[config.mk]
export PLATFORM = sky130hd
export DESIGN_NAME = atm_keypad_entry_flat
export DESIGN_NICKNAME = d
export VERILOG_FILES = /design/src/rtl/atm_keypad_entry_pkg.sv /design/src/rtl/atm_keypad_entry_if.sv /design/src/rtl/atm_keypad_entry_digit_accumulator.sv /design/src/rtl/atm_keypad_entry.sv /design/src/flat_wrapper.sv
export SDC_FILE = /design/constraint.sdc
export NUM_CORES = 1
export LEC_CHECK = 0
export BUFFER_PORTS_ARGS = -buffer_cell sky130_fd_sc_hd__buf_2
export CAP_MARGIN = 25
export CORE_MARGIN = 2
export CORE_UTILIZATION = 36
export CTS_CLUSTER_DIAMETER = 60
export DETAILED_ROUTE_END_ITERATION = 7
export PLACE_DENSITY = 0.65
export SLEW_MARGIN = 20
export SYNTH_ARGS = -nofsm -noshare
export SYNTH_HDL_FRONTEND = slang
export SYNTH_SLANG_ARGS = --single-unit
[constraint.sdc]
create_clock -name clk -period 7.2 [get_ports clk]
set_input_delay 1.44 -clock clk [delete_from_list [all_inputs] [get_ports clk]]
set_output_delay 1.44 -clock clk [all_outputs]
set_load 0.01 [all_outputs]
[src/rtl/atm_keypad_entry_pkg.sv]
// Shared keypad/ATM definitions: key codes, FSM state encoding and operation codes.
// These values must stay identical to the ones the ATM block decodes.
package atm_keypad_entry_pkg;

    localparam int FIELD_W = 14;

    localparam logic [3:0] KEY_ENTER  = 4'd10;
    localparam logic [3:0] KEY_CLEAR  = 4'd11;
    localparam logic [3:0] KEY_CANCEL = 4'd12;

    typedef enum logic [2:0] {
        ST_IDLE   = 3'd0,
        ST_LANG   = 3'd1,
        ST_ACC    = 3'd2,
        ST_PIN    = 3'd3,
        ST_OP     = 3'd4,
        ST_NEWPIN = 3'd5,
        ST_AMOUNT = 3'd6,
        ST_SEND   = 3'd7
    } state_e;

    localparam logic [2:0] OP_NONE       = 3'd0;
    localparam logic [2:0] OP_BALANCE    = 3'd1;
    localparam logic [2:0] OP_WITHDRAW   = 3'd2;
    localparam logic [2:0] OP_DEPOSIT    = 3'd3;
    localparam logic [2:0] OP_CHANGE_PIN = 3'd4;

    function automatic logic is_digit(input logic [3:0] code);
        return (code <= 4'd9);
    endfunction

endpackage

[src/rtl/atm_keypad_entry_if.sv]
// Keypad-side and transaction-side signals of the ATM keypad entry block.
// master = keypad/ATM side, slave = the entry block itself.
interface atm_keypad_entry_if;
    import atm_keypad_entry_pkg::*;

    logic               key_valid;
    logic [3:0]         key_code;
    logic               txn_ready;
    logic               txn_valid;
    logic [3:0]         acc_num;
    logic [FIELD_W-1:0] pin;
    logic [FIELD_W-1:0] new_pin;
    logic [FIELD_W-1:0] amount;
    logic [2:0]         operation;
    logic               language;
    logic [2:0]         state;
    logic               busy;
    logic               error;
    logic               timeout;

    modport master (
        output key_valid, key_code, txn_ready,
        input  txn_valid, acc_num, pin, new_pin, amount, operation, language,
               state, busy, error, timeout
    );

    modport slave (
        input  key_valid, key_code, txn_ready,
        output txn_valid, acc_num, pin, new_pin, amount, operation, language,
               state, busy, error, timeout
    );

endinterface

[src/rtl/atm_keypad_entry_digit_accumulator.sv]
// Decimal digit accumulator shared by the pin, new-pin and amount fields.
// Holds the running value and digit count; refuses digits once MAX_DIGITS are held.
module digit_accumulator #(
    parameter int MAX_DIGITS = 4,
    parameter int VALUE_W    = 14,
    parameter int CNT_W      = $clog2(MAX_DIGITS + 1)
) (
    input  logic               clk,
    input  logic               rst,
    input  logic               clear,
    input  logic               digit_en,
    input  logic [3:0]         digit,
    output logic [CNT_W-1:0]   count,
    output logic               full,
    output logic [VALUE_W-1:0] next_value
);

    logic [VALUE_W-1:0] value_r;
    logic [CNT_W-1:0]   count_r;

    assign full       = (count_r == CNT_W'(MAX_DIGITS));
    assign next_value = (value_r * VALUE_W'(10)) + VALUE_W'(digit);
    assign count      = count_r;

    // Value/count register: clear wins over a new digit, full blocks further digits.
    always_ff @(posedge clk or posedge rst) begin
        if (rst) begin
            value_r <= {VALUE_W{1'b0}};
            count_r <= {CNT_W{1'b0}};
        end else if (clear) begin
            value_r <= {VALUE_W{1'b0}};
            count_r <= {CNT_W{1'b0}};
        end else if (digit_en && !full) begin
            value_r <= next_value;
            count_r <= count_r + CNT_W'(1);
        end else begin
            value_r <= value_r;
            count_r <= count_r;
        end
    end

endmodule

[src/rtl/atm_keypad_entry.sv]
// ATM keypad entry FSM: collects language, account, PIN, operation and amount/new PIN keys
// and presents them as one transaction. Optional abandon timer: define KEYPAD_TIMEOUT_EN.
module atm_keypad_entry
    import atm_keypad_entry_pkg::*;
#(
    parameter int MAX_DIGITS     = 4,
    parameter int TIMEOUT_CYCLES = 255
) (
    input logic               clk,
    input logic               rst,
    atm_keypad_entry_if.slave kp
);

    localparam int CNT_W = $clog2(MAX_DIGITS + 1);

    state_e             state_r;
    logic               lang_r;
    logic [3:0]         acc_num_r;
    logic               acc_loaded_r;
    logic [FIELD_W-1:0] pin_r;
    logic [FIELD_W-1:0] new_pin_r;
    logic [FIELD_W-1:0] amount_r;
    logic [2:0]         op_r;
    logic               txn_valid_r;
    logic               busy_r;
    logic               error_r;
    logic               timeout_r;

    logic               in_field_s;
    logic               acc_digit_s;
    logic               acc_clear_s;
    logic               go_idle_s;
    logic               timeout_hit_s;
    logic [CNT_W-1:0]   acc_count_s;
    logic               acc_full_s;
    logic [FIELD_W-1:0] acc_next_s;

    digit_accumulator #(
        .MAX_DIGITS (MAX_DIGITS),
        .VALUE_W    (FIELD_W),
        .CNT_W      (CNT_W)
    ) u_acc (
        .clk        (clk),
        .rst        (rst),
        .clear      (acc_clear_s),
        .digit_en   (acc_digit_s),
        .digit      (kp.key_code),
        .count      (acc_count_s),
        .full       (acc_full_s),
        .next_value (acc_next_s)
    );

`ifdef KEYPAD_TIMEOUT_EN
    localparam int TMO_W = $clog2(TIMEOUT_CYCLES + 1);
    logic [TMO_W-1:0] tmo_cnt_r;
    logic             entry_active_s;

    assign entry_active_s = (state_r != ST_IDLE) && (state_r != ST_SEND);
    assign timeout_hit_s  = entry_active_s && !kp.key_valid &&
                            (tmo_cnt_r == TMO_W'(TIMEOUT_CYCLES - 1));

    // Idle-cycle counter, restarted by any key and held at zero outside an open entry.
    always_ff @(posedge clk or posedge rst) begin
        if (rst) begin
            tmo_cnt_r <= {TMO_W{1'b0}};
        end else if (!entry_active_s || kp.key_valid) begin
            tmo_cnt_r <= {TMO_W{1'b0}};
        end else begin
            tmo_cnt_r <= tmo_cnt_r + TMO_W'(1);
        end
    end
`else
    assign timeout_hit_s = 1'b0;
`endif

    // Accumulator steering and the "abandon to IDLE" decision for the current state.
    always_comb begin
        in_field_s  = 1'b0;
        acc_digit_s = 1'b0;
        acc_clear_s = 1'b0;
        go_idle_s   = 1'b0;
        case (state_r)
            ST_PIN, ST_NEWPIN, ST_AMOUNT: in_field_s = 1'b1;
            default:                      in_field_s = 1'b0;
        endcase
        if (in_field_s && kp.key_valid) begin
            acc_digit_s = is_digit(kp.key_code) && !acc_full_s;
            acc_clear_s = (kp.key_code == KEY_CLEAR) || (kp.key_code == KEY_CANCEL) ||
                          ((kp.key_code == KEY_ENTER) && (acc_count_s != {CNT_W{1'b0}}));
        end else begin
            acc_digit_s = 1'b0;
            acc_clear_s = in_field_s && timeout_hit_s;
        end
        if (state_r == ST_SEND) begin
            go_idle_s = kp.txn_ready;
        end else if (state_r == ST_IDLE) begin
            go_idle_s = 1'b0;
        end else begin
            go_idle_s = timeout_hit_s || (kp.key_valid && (kp.key_code == KEY_CANCEL));
        end
    end

    // Entry FSM with all transaction fields and status pulses registered.
    always_ff @(posedge clk or posedge rst) begin
        if (rst) begin
            state_r      <= ST_IDLE;
            lang_r       <= 1'b0;
            acc_num_r    <= 4'd0;
            acc_loaded_r <= 1'b0;
            pin_r        <= {FIELD_W{1'b0}};
            new_pin_r    <= {FIELD_W{1'b0}};
            amount_r     <= {FIELD_W{1'b0}};
            op_r         <= OP_NONE;
            txn_valid_r  <= 1'b0;
            busy_r       <= 1'b0;
            error_r      <= 1'b0;
            timeout_r    <= 1'b0;
        end else if (go_idle_s) begin
            // SEND acceptance drops any coincident key; CANCEL/timeout abandon the entry.
            state_r      <= ST_IDLE;
            lang_r       <= 1'b0;
            acc_num_r    <= 4'd0;
            acc_loaded_r <= 1'b0;
            pin_r        <= {FIELD_W{1'b0}};
            new_pin_r    <= {FIELD_W{1'b0}};
            amount_r     <= {FIELD_W{1'b0}};
            op_r         <= OP_NONE;
            txn_valid_r  <= 1'b0;
            busy_r       <= 1'b0;
            error_r      <= 1'b0;
            timeout_r    <= timeout_hit_s;
        end else begin
            error_r   <= 1'b0;
            timeout_r <= 1'b0;
            if (kp.key_valid) begin
                case (state_r)
                    ST_IDLE: begin
                        if (kp.key_code == KEY_ENTER) begin
                            state_r <= ST_LANG;
                            busy_r  <= 1'b1;
                        end
                    end
                    ST_LANG: begin
                        if (is_digit(kp.key_code)) begin
                            if (kp.key_code <= 4'd1) begin
                                lang_r  <= kp.key_code[0];
                                state_r <= ST_ACC;
                            end else begin
                                error_r <= 1'b1;
                            end
                        end else if (kp.key_code == KEY_CLEAR) begin
                            lang_r <= 1'b0;
                        end else if (kp.key_code == KEY_ENTER) begin
                            error_r <= 1'b1;
                        end
                    end
                    ST_ACC: begin
                        if (is_digit(kp.key_code)) begin
                            acc_num_r    <= kp.key_code;
                            acc_loaded_r <= 1'b1;
                        end else if (kp.key_code == KEY_CLEAR) begin
                            acc_num_r    <= 4'd0;
                            acc_loaded_r <= 1'b0;
                        end else if (kp.key_code == KEY_ENTER) begin
                            if (acc_loaded_r) begin
                                state_r <= ST_PIN;
                            end else begin
                                error_r <= 1'b1;
                            end
                        end
                    end
                    ST_OP: begin
                        if (is_digit(kp.key_code) || (kp.key_code == KEY_ENTER)) begin
                            case (kp.key_code)
                                4'd1: begin
                                    op_r        <= OP_BALANCE;
                                    state_r     <= ST_SEND;
                                    txn_valid_r <= 1'b1;
                                end
                                4'd2: begin
                                    op_r    <= OP_WITHDRAW;
                                    state_r <= ST_AMOUNT;
                                end
                                4'd3: begin
                                    op_r    <= OP_DEPOSIT;
                                    state_r <= ST_AMOUNT;
                                end
                                4'd4: begin
                                    op_r    <= OP_CHANGE_PIN;
                                    state_r <= ST_NEWPIN;
                                end
                                default: error_r <= 1'b1;
                            endcase
                        end
                    end
                    ST_PIN, ST_NEWPIN, ST_AMOUNT: begin
                        if (is_digit(kp.key_code)) begin
                            if (acc_full_s) begin
                                error_r <= 1'b1;
                            end else begin
                                case (state_r)
                                    ST_PIN:    pin_r     <= acc_next_s;
                                    ST_NEWPIN: new_pin_r <= acc_next_s;
                                    default:   amount_r  <= acc_next_s;
                                endcase
                            end
                        end else if (kp.key_code == KEY_CLEAR) begin
                            case (state_r)
                                ST_PIN:    pin_r     <= {FIELD_W{1'b0}};
                                ST_NEWPIN: new_pin_r <= {FIELD_W{1'b0}};
                                default:   amount_r  <= {FIELD_W{1'b0}};
                            endcase
                        end else if (kp.key_code == KEY_ENTER) begin
                            if (acc_count_s == {CNT_W{1'b0}}) begin
                                error_r <= 1'b1;
                            end else if (state_r == ST_PIN) begin
                                state_r <= ST_OP;
                            end else begin
                                state_r     <= ST_SEND;
                                txn_valid_r <= 1'b1;
                            end
                        end
                    end
                    default: ;
                endcase
            end
        end
    end

    assign kp.txn_valid = txn_valid_r;
    assign kp.acc_num   = acc_num_r;
    assign kp.pin       = pin_r;
    assign kp.new_pin   = new_pin_r;
    assign kp.amount    = amount_r;
    assign kp.operation = op_r;
    assign kp.language  = lang_r;
    assign kp.state     = state_r;
    assign kp.busy      = busy_r;
    assign kp.error     = error_r;
    assign kp.timeout   = timeout_r;

endmodule
[src/flat_wrapper.sv]
// flat-port wrapper written by rule: the top's interface ports become plain ports
module atm_keypad_entry_flat import atm_keypad_entry_pkg::*;
#(
    parameter int MAX_DIGITS     = 4,
    parameter int TIMEOUT_CYCLES = 255
)
  (clk, rst, kp_key_valid, kp_key_code, kp_txn_ready, kp_txn_valid, kp_acc_num, kp_pin, kp_new_pin, kp_amount, kp_operation, kp_language, kp_state, kp_busy, kp_error, kp_timeout);
  atm_keypad_entry_if kp_i ();
  input logic clk;
  input logic rst;
  input wire logic [$bits(kp_i.key_valid)-1:0] kp_key_valid;
  input wire logic [$bits(kp_i.key_code)-1:0] kp_key_code;
  input wire logic [$bits(kp_i.txn_ready)-1:0] kp_txn_ready;
  output wire logic [$bits(kp_i.txn_valid)-1:0] kp_txn_valid;
  output wire logic [$bits(kp_i.acc_num)-1:0] kp_acc_num;
  output wire logic [$bits(kp_i.pin)-1:0] kp_pin;
  output wire logic [$bits(kp_i.new_pin)-1:0] kp_new_pin;
  output wire logic [$bits(kp_i.amount)-1:0] kp_amount;
  output wire logic [$bits(kp_i.operation)-1:0] kp_operation;
  output wire logic [$bits(kp_i.language)-1:0] kp_language;
  output wire logic [$bits(kp_i.state)-1:0] kp_state;
  output wire logic [$bits(kp_i.busy)-1:0] kp_busy;
  output wire logic [$bits(kp_i.error)-1:0] kp_error;
  output wire logic [$bits(kp_i.timeout)-1:0] kp_timeout;
  assign kp_i.key_valid = kp_key_valid;
  assign kp_i.key_code = kp_key_code;
  assign kp_i.txn_ready = kp_txn_ready;
  assign kp_txn_valid = kp_i.txn_valid;
  assign kp_acc_num = kp_i.acc_num;
  assign kp_pin = kp_i.pin;
  assign kp_new_pin = kp_i.new_pin;
  assign kp_amount = kp_i.amount;
  assign kp_operation = kp_i.operation;
  assign kp_language = kp_i.language;
  assign kp_state = kp_i.state;
  assign kp_busy = kp_i.busy;
  assign kp_error = kp_i.error;
  assign kp_timeout = kp_i.timeout;
  atm_keypad_entry #(.MAX_DIGITS(MAX_DIGITS), .TIMEOUT_CYCLES(TIMEOUT_CYCLES)) u_core (.clk(clk), .rst(rst), .kp(kp_i));
endmodule
==> summary.md <==
| Metric | Value |
|---|---|
| Run status | `finished, final reports clean` |
| Internal power | `approximately 900 uW` |
| Initial core utilization | `between 30% and 40%` |
| Site Rows | `38` |
| Post-DRT Antenna Nets | `0` |
| CP required | `7.42 ns` |
| Min-delay worst type | `reg -> reg` |
| Vias in the first global route | `3244` |
| Pwr Total | `about 1.4 mW` |
| Layout cells sized above 1 | `25.8%` |
| M2 GR Usage | `26.6%` |
| Clk Latency, worst-skew pair | `0.33 ns` |
| Gr ovfl total | `0` |
| Worst-path fanout max | `12` |
| Final Cycle Share | `49.4%` |
| CTS H-tree depth | `3` |
| VDD IR max | `0.000142 V` |
| Sequential area share after synthesis | `44.6%` |
| Commonest cells post-synth | `73 x dfrtp_1, 65 x nand2_1, 35 x o21ai_0` |
| Ranking of synthesized cells by area | `dfrtp_1 45%, mux2_2 7.7%, ha_1 7.3%` |
| Die Width | `111 um` |
| Mean Syn Cell Area | `9.98 sq um` |
| Final hold vios | `0` |
| Iteration count of the initial detailed-routing pass | `4` |
| PnR worst setup slack | `between 3 and 4 ns` |
| Nets@finish | `503` |
| Global routing met3 resource utilization | `4.39%` |
| Synth unique cells | `60` |
| Switching Share | `between 30% and 40%` |
| Synthesized area | `4090 sq um` |
| # DRC | `0` |
| Number of gates resized after CTS | `0` |
| Most frequent cell after synthesis | `dfrtp_1` |
| Crit path DAT | `3.78 ns` |
| Worst setup SP type | `input port` |
| Synth area leader | `dfrtp_1` |
| # Post-CTS Setup Buffers | `0` |
| CTS tree | `built` |
| Final WL | `9.95 mm` |
| Synth Net Count | `444` |
| GRT Total Usage | `around 17%` |
| Power per standard cell area | `approximately 290 nW/um^2` |
| HPWL after DPL | `7.12 mm` |
| Max-slew headroom | `41.2%` |
| Min Tclk post-route | `around 3.6 ns` |
| Final core utilization | `43.9%` |
| Cells after synthesis | `410` |
| DR WL/cell | `around 16 um` |
| Logic gate share of total power | `~30%` |
| Fmax | `281 MHz` |
| Ports | `65` |
| Die height | `111 um` |
| Max-slew violation count | `0` |
| DRT iter0 DRCs | `224` |
| RSZ-0062 raised after global routing | `no` |
| Root Buffer Master | `clkbuf_16` |
| # setup viols final | `0` |
| CTS buffer count | `9` |
| Clk pwr share | `roughly a third` |
| Number of enable flip-flop cells after synthesis | `0` |
| Setup crit end kind | `register` |
| Worst slack at placement | `around 3.3 ns` |
| Seq pwr share | `a little under two fifths` |
| Clk_skew | `0.00746 ns` |
| Clk sinks | `73` |
| Number of vias in the routed layout | `3278` |
| Diodes inserted | `0` |
| Initial antenna violation count | `0` |
| Leak | `2.48 nW` |
| Met1 Use GR | `22.7%` |
| Top FF cell, synth | `dfrtp_1` |
| YS warnings | `0` |
| First-pass GRT wire length | `16.7 mm` |
| Clock Tree Buf Depth | `2` |
| Drt via density | `between 5 and 6` |
| IO Port Bufs | `63` |
| Hold Slack | `between 0.4 and 0.5 ns` |
| Full die area | `12200 sq um` |
| Fraction of registers with async set/reset | `100%` |
| Largest net degree at the start of global routing | `74` |
| Setup TNS | `0 ns` |
| Core ar. | `approximately 11000 sq um` |
| Share of the synthesized area in the top cell type | `between 40 and 50%` |
| # hold bufs at CTS | `0` |
| Most Used Layer, Global Route | `met2` |
| RD Place Congestion | `0.909` |
| Area growth from synthesis to layout | `17.9%` |
| Slew @ Worst Pin | `0.880 ns` |
| Max-cap violations | `0` |
| Setup Crit Path Kind | `in -> reg` |
| Net Sw Power | `484 uW` |
| Clock slew at reported path FFs | `0.06 ns` |
| Seq cells post-synth | `73` |
==> layout by cell type (no fill, tap or decap), drive strengths merged, types with 4 or more instances in the layout <==
cell type,synthesis,routed
xnor2,14,14
buf,10,66
clkbuf,8,9
a21oi,12,12
dfrtp,73,73
o21ai,37,37
o211ai,4,4
nor3b,4,4
nand2b,4,4
nor2,30,30
nor3,4,4
nand2,65,65
o22ai,9,9
a21o,5,5
or2,4,4
xor2,9,9
ha,24,24
inv,8,9
nand3,5,5
mux2,28,28
==> power by group through the flow <==
stage                     Clock [mW]  Sequential (mW)  Combinational (mW)
after global routing           0.472            0.524               0.479
final                          0.445            0.515               0.430
after floorplan                    0            0.525               0.292
after CTS                      0.452            0.515               0.432
after detailed placement           0            0.522               0.428
after global placement             0            0.520               0.417
==> state kept, by name, summed over array words and instances (netlist names) <==
name / count
u_core.kp.language: 1
u_core.kp.pin: 14
u_core.kp.operation: 3
u_core.kp.acc_num: 4
u_core.kp.amount: 14
u_core.kp.txn_valid: 1
u_core.u_acc.count: 3
u_core.kp.error: 1
u_core.kp.busy: 1
u_core.kp.state: 3
u_core.kp.new_pin: 14
u_core.u_acc.value_r: 13
u_core.acc_loaded_r: 1
==> final timing paths <==
kind / startpoint / end / slack [ns] / cells after the start
setup / recovery: kp_key_code[2] / u_core.kp.acc_num[1]$_DFFE_PP0P_ / 3.64 / 8
hold / removal: u_core.kp.acc_num[2]$_DFFE_PP0P_ / u_core.kp.acc_num[2]$_DFFE_PP0P_ / 0.48 / 2
setup reg to reg: u_core.u_acc.value_r[1]$_DFFE_PP0P_ / u_core.kp.pin[13]$_DFFE_PP0P_ / 3.89 / 10
hold reg to reg: u_core.kp.acc_num[2]$_DFFE_PP0P_ / u_core.kp.acc_num[2]$_DFFE_PP0P_ / 0.48 / 2
max in group asynchronous: rst / u_core.u_acc.value_r[6]$_DFFE_PP0P_ / 5.49 / 4
min in group asynchronous: rst / u_core.kp.acc_num[3]$_DFFE_PP0P_ / 1.16 / 3
==> cell families (layout without fill, tap and decap cells) <==
| kind of cell | Yosys count | in the layout | share of synthesized area [%] |
|---|---|---|---|
| AOI/OAI and AO/OA | 92 | 92 | 14.4 |
| xor gates and xnor gates | 23 | 23 | 4.92 |
| adders and majority gates | 26 | 26 | 8.32 |
| buffers and inverters | 26 | 89 | 3.03 |
| DFF | 73 | 73 | 44.6 |
| muxes | 31 | 31 | 8.44 |
| other | 1 | 1 | 0.0916 |
| and+or+nand+nor | 138 | 138 | 16.2 |
==> layer usage <==
layer / wire length [um] / part of all wire, %
met2: 4660 / 47
met5: 0 / 0
met4: 144 / 1.4
met1: 4560 / 46
met3: 587 / 5.9
==> per-stage QoR <==
step                instance area (sq um)  std cells
finish                               4830        613
global route                         4830        613
CTS                                  4800        612
detailed placement                   4500        597
global placement                     4500        597
floorplan                            4090        410
==> layout make-up <==
class	instances	area, sq um
Sequential cell	73	1830
Inverter	8	30.0
Timing Repair Buffer	66	358
Multi-Input combinational cell	311	2140
Fill cell	1042	6160
Tap cell	140	175
Clock inverter	6	68.8
Clock buffer	9	225
==> critical path, cell delays in order <==
cell	delay [ns]
buf_2	0.23
or3b_4	0.45
or2_2	0.32
a21oi_1	0.20
nand2b_1	0.24
nand2_1	0.42
nor2_1	0.18
a32o_1	0.29
No activity file was read; power rests on OpenSTA's default activity.
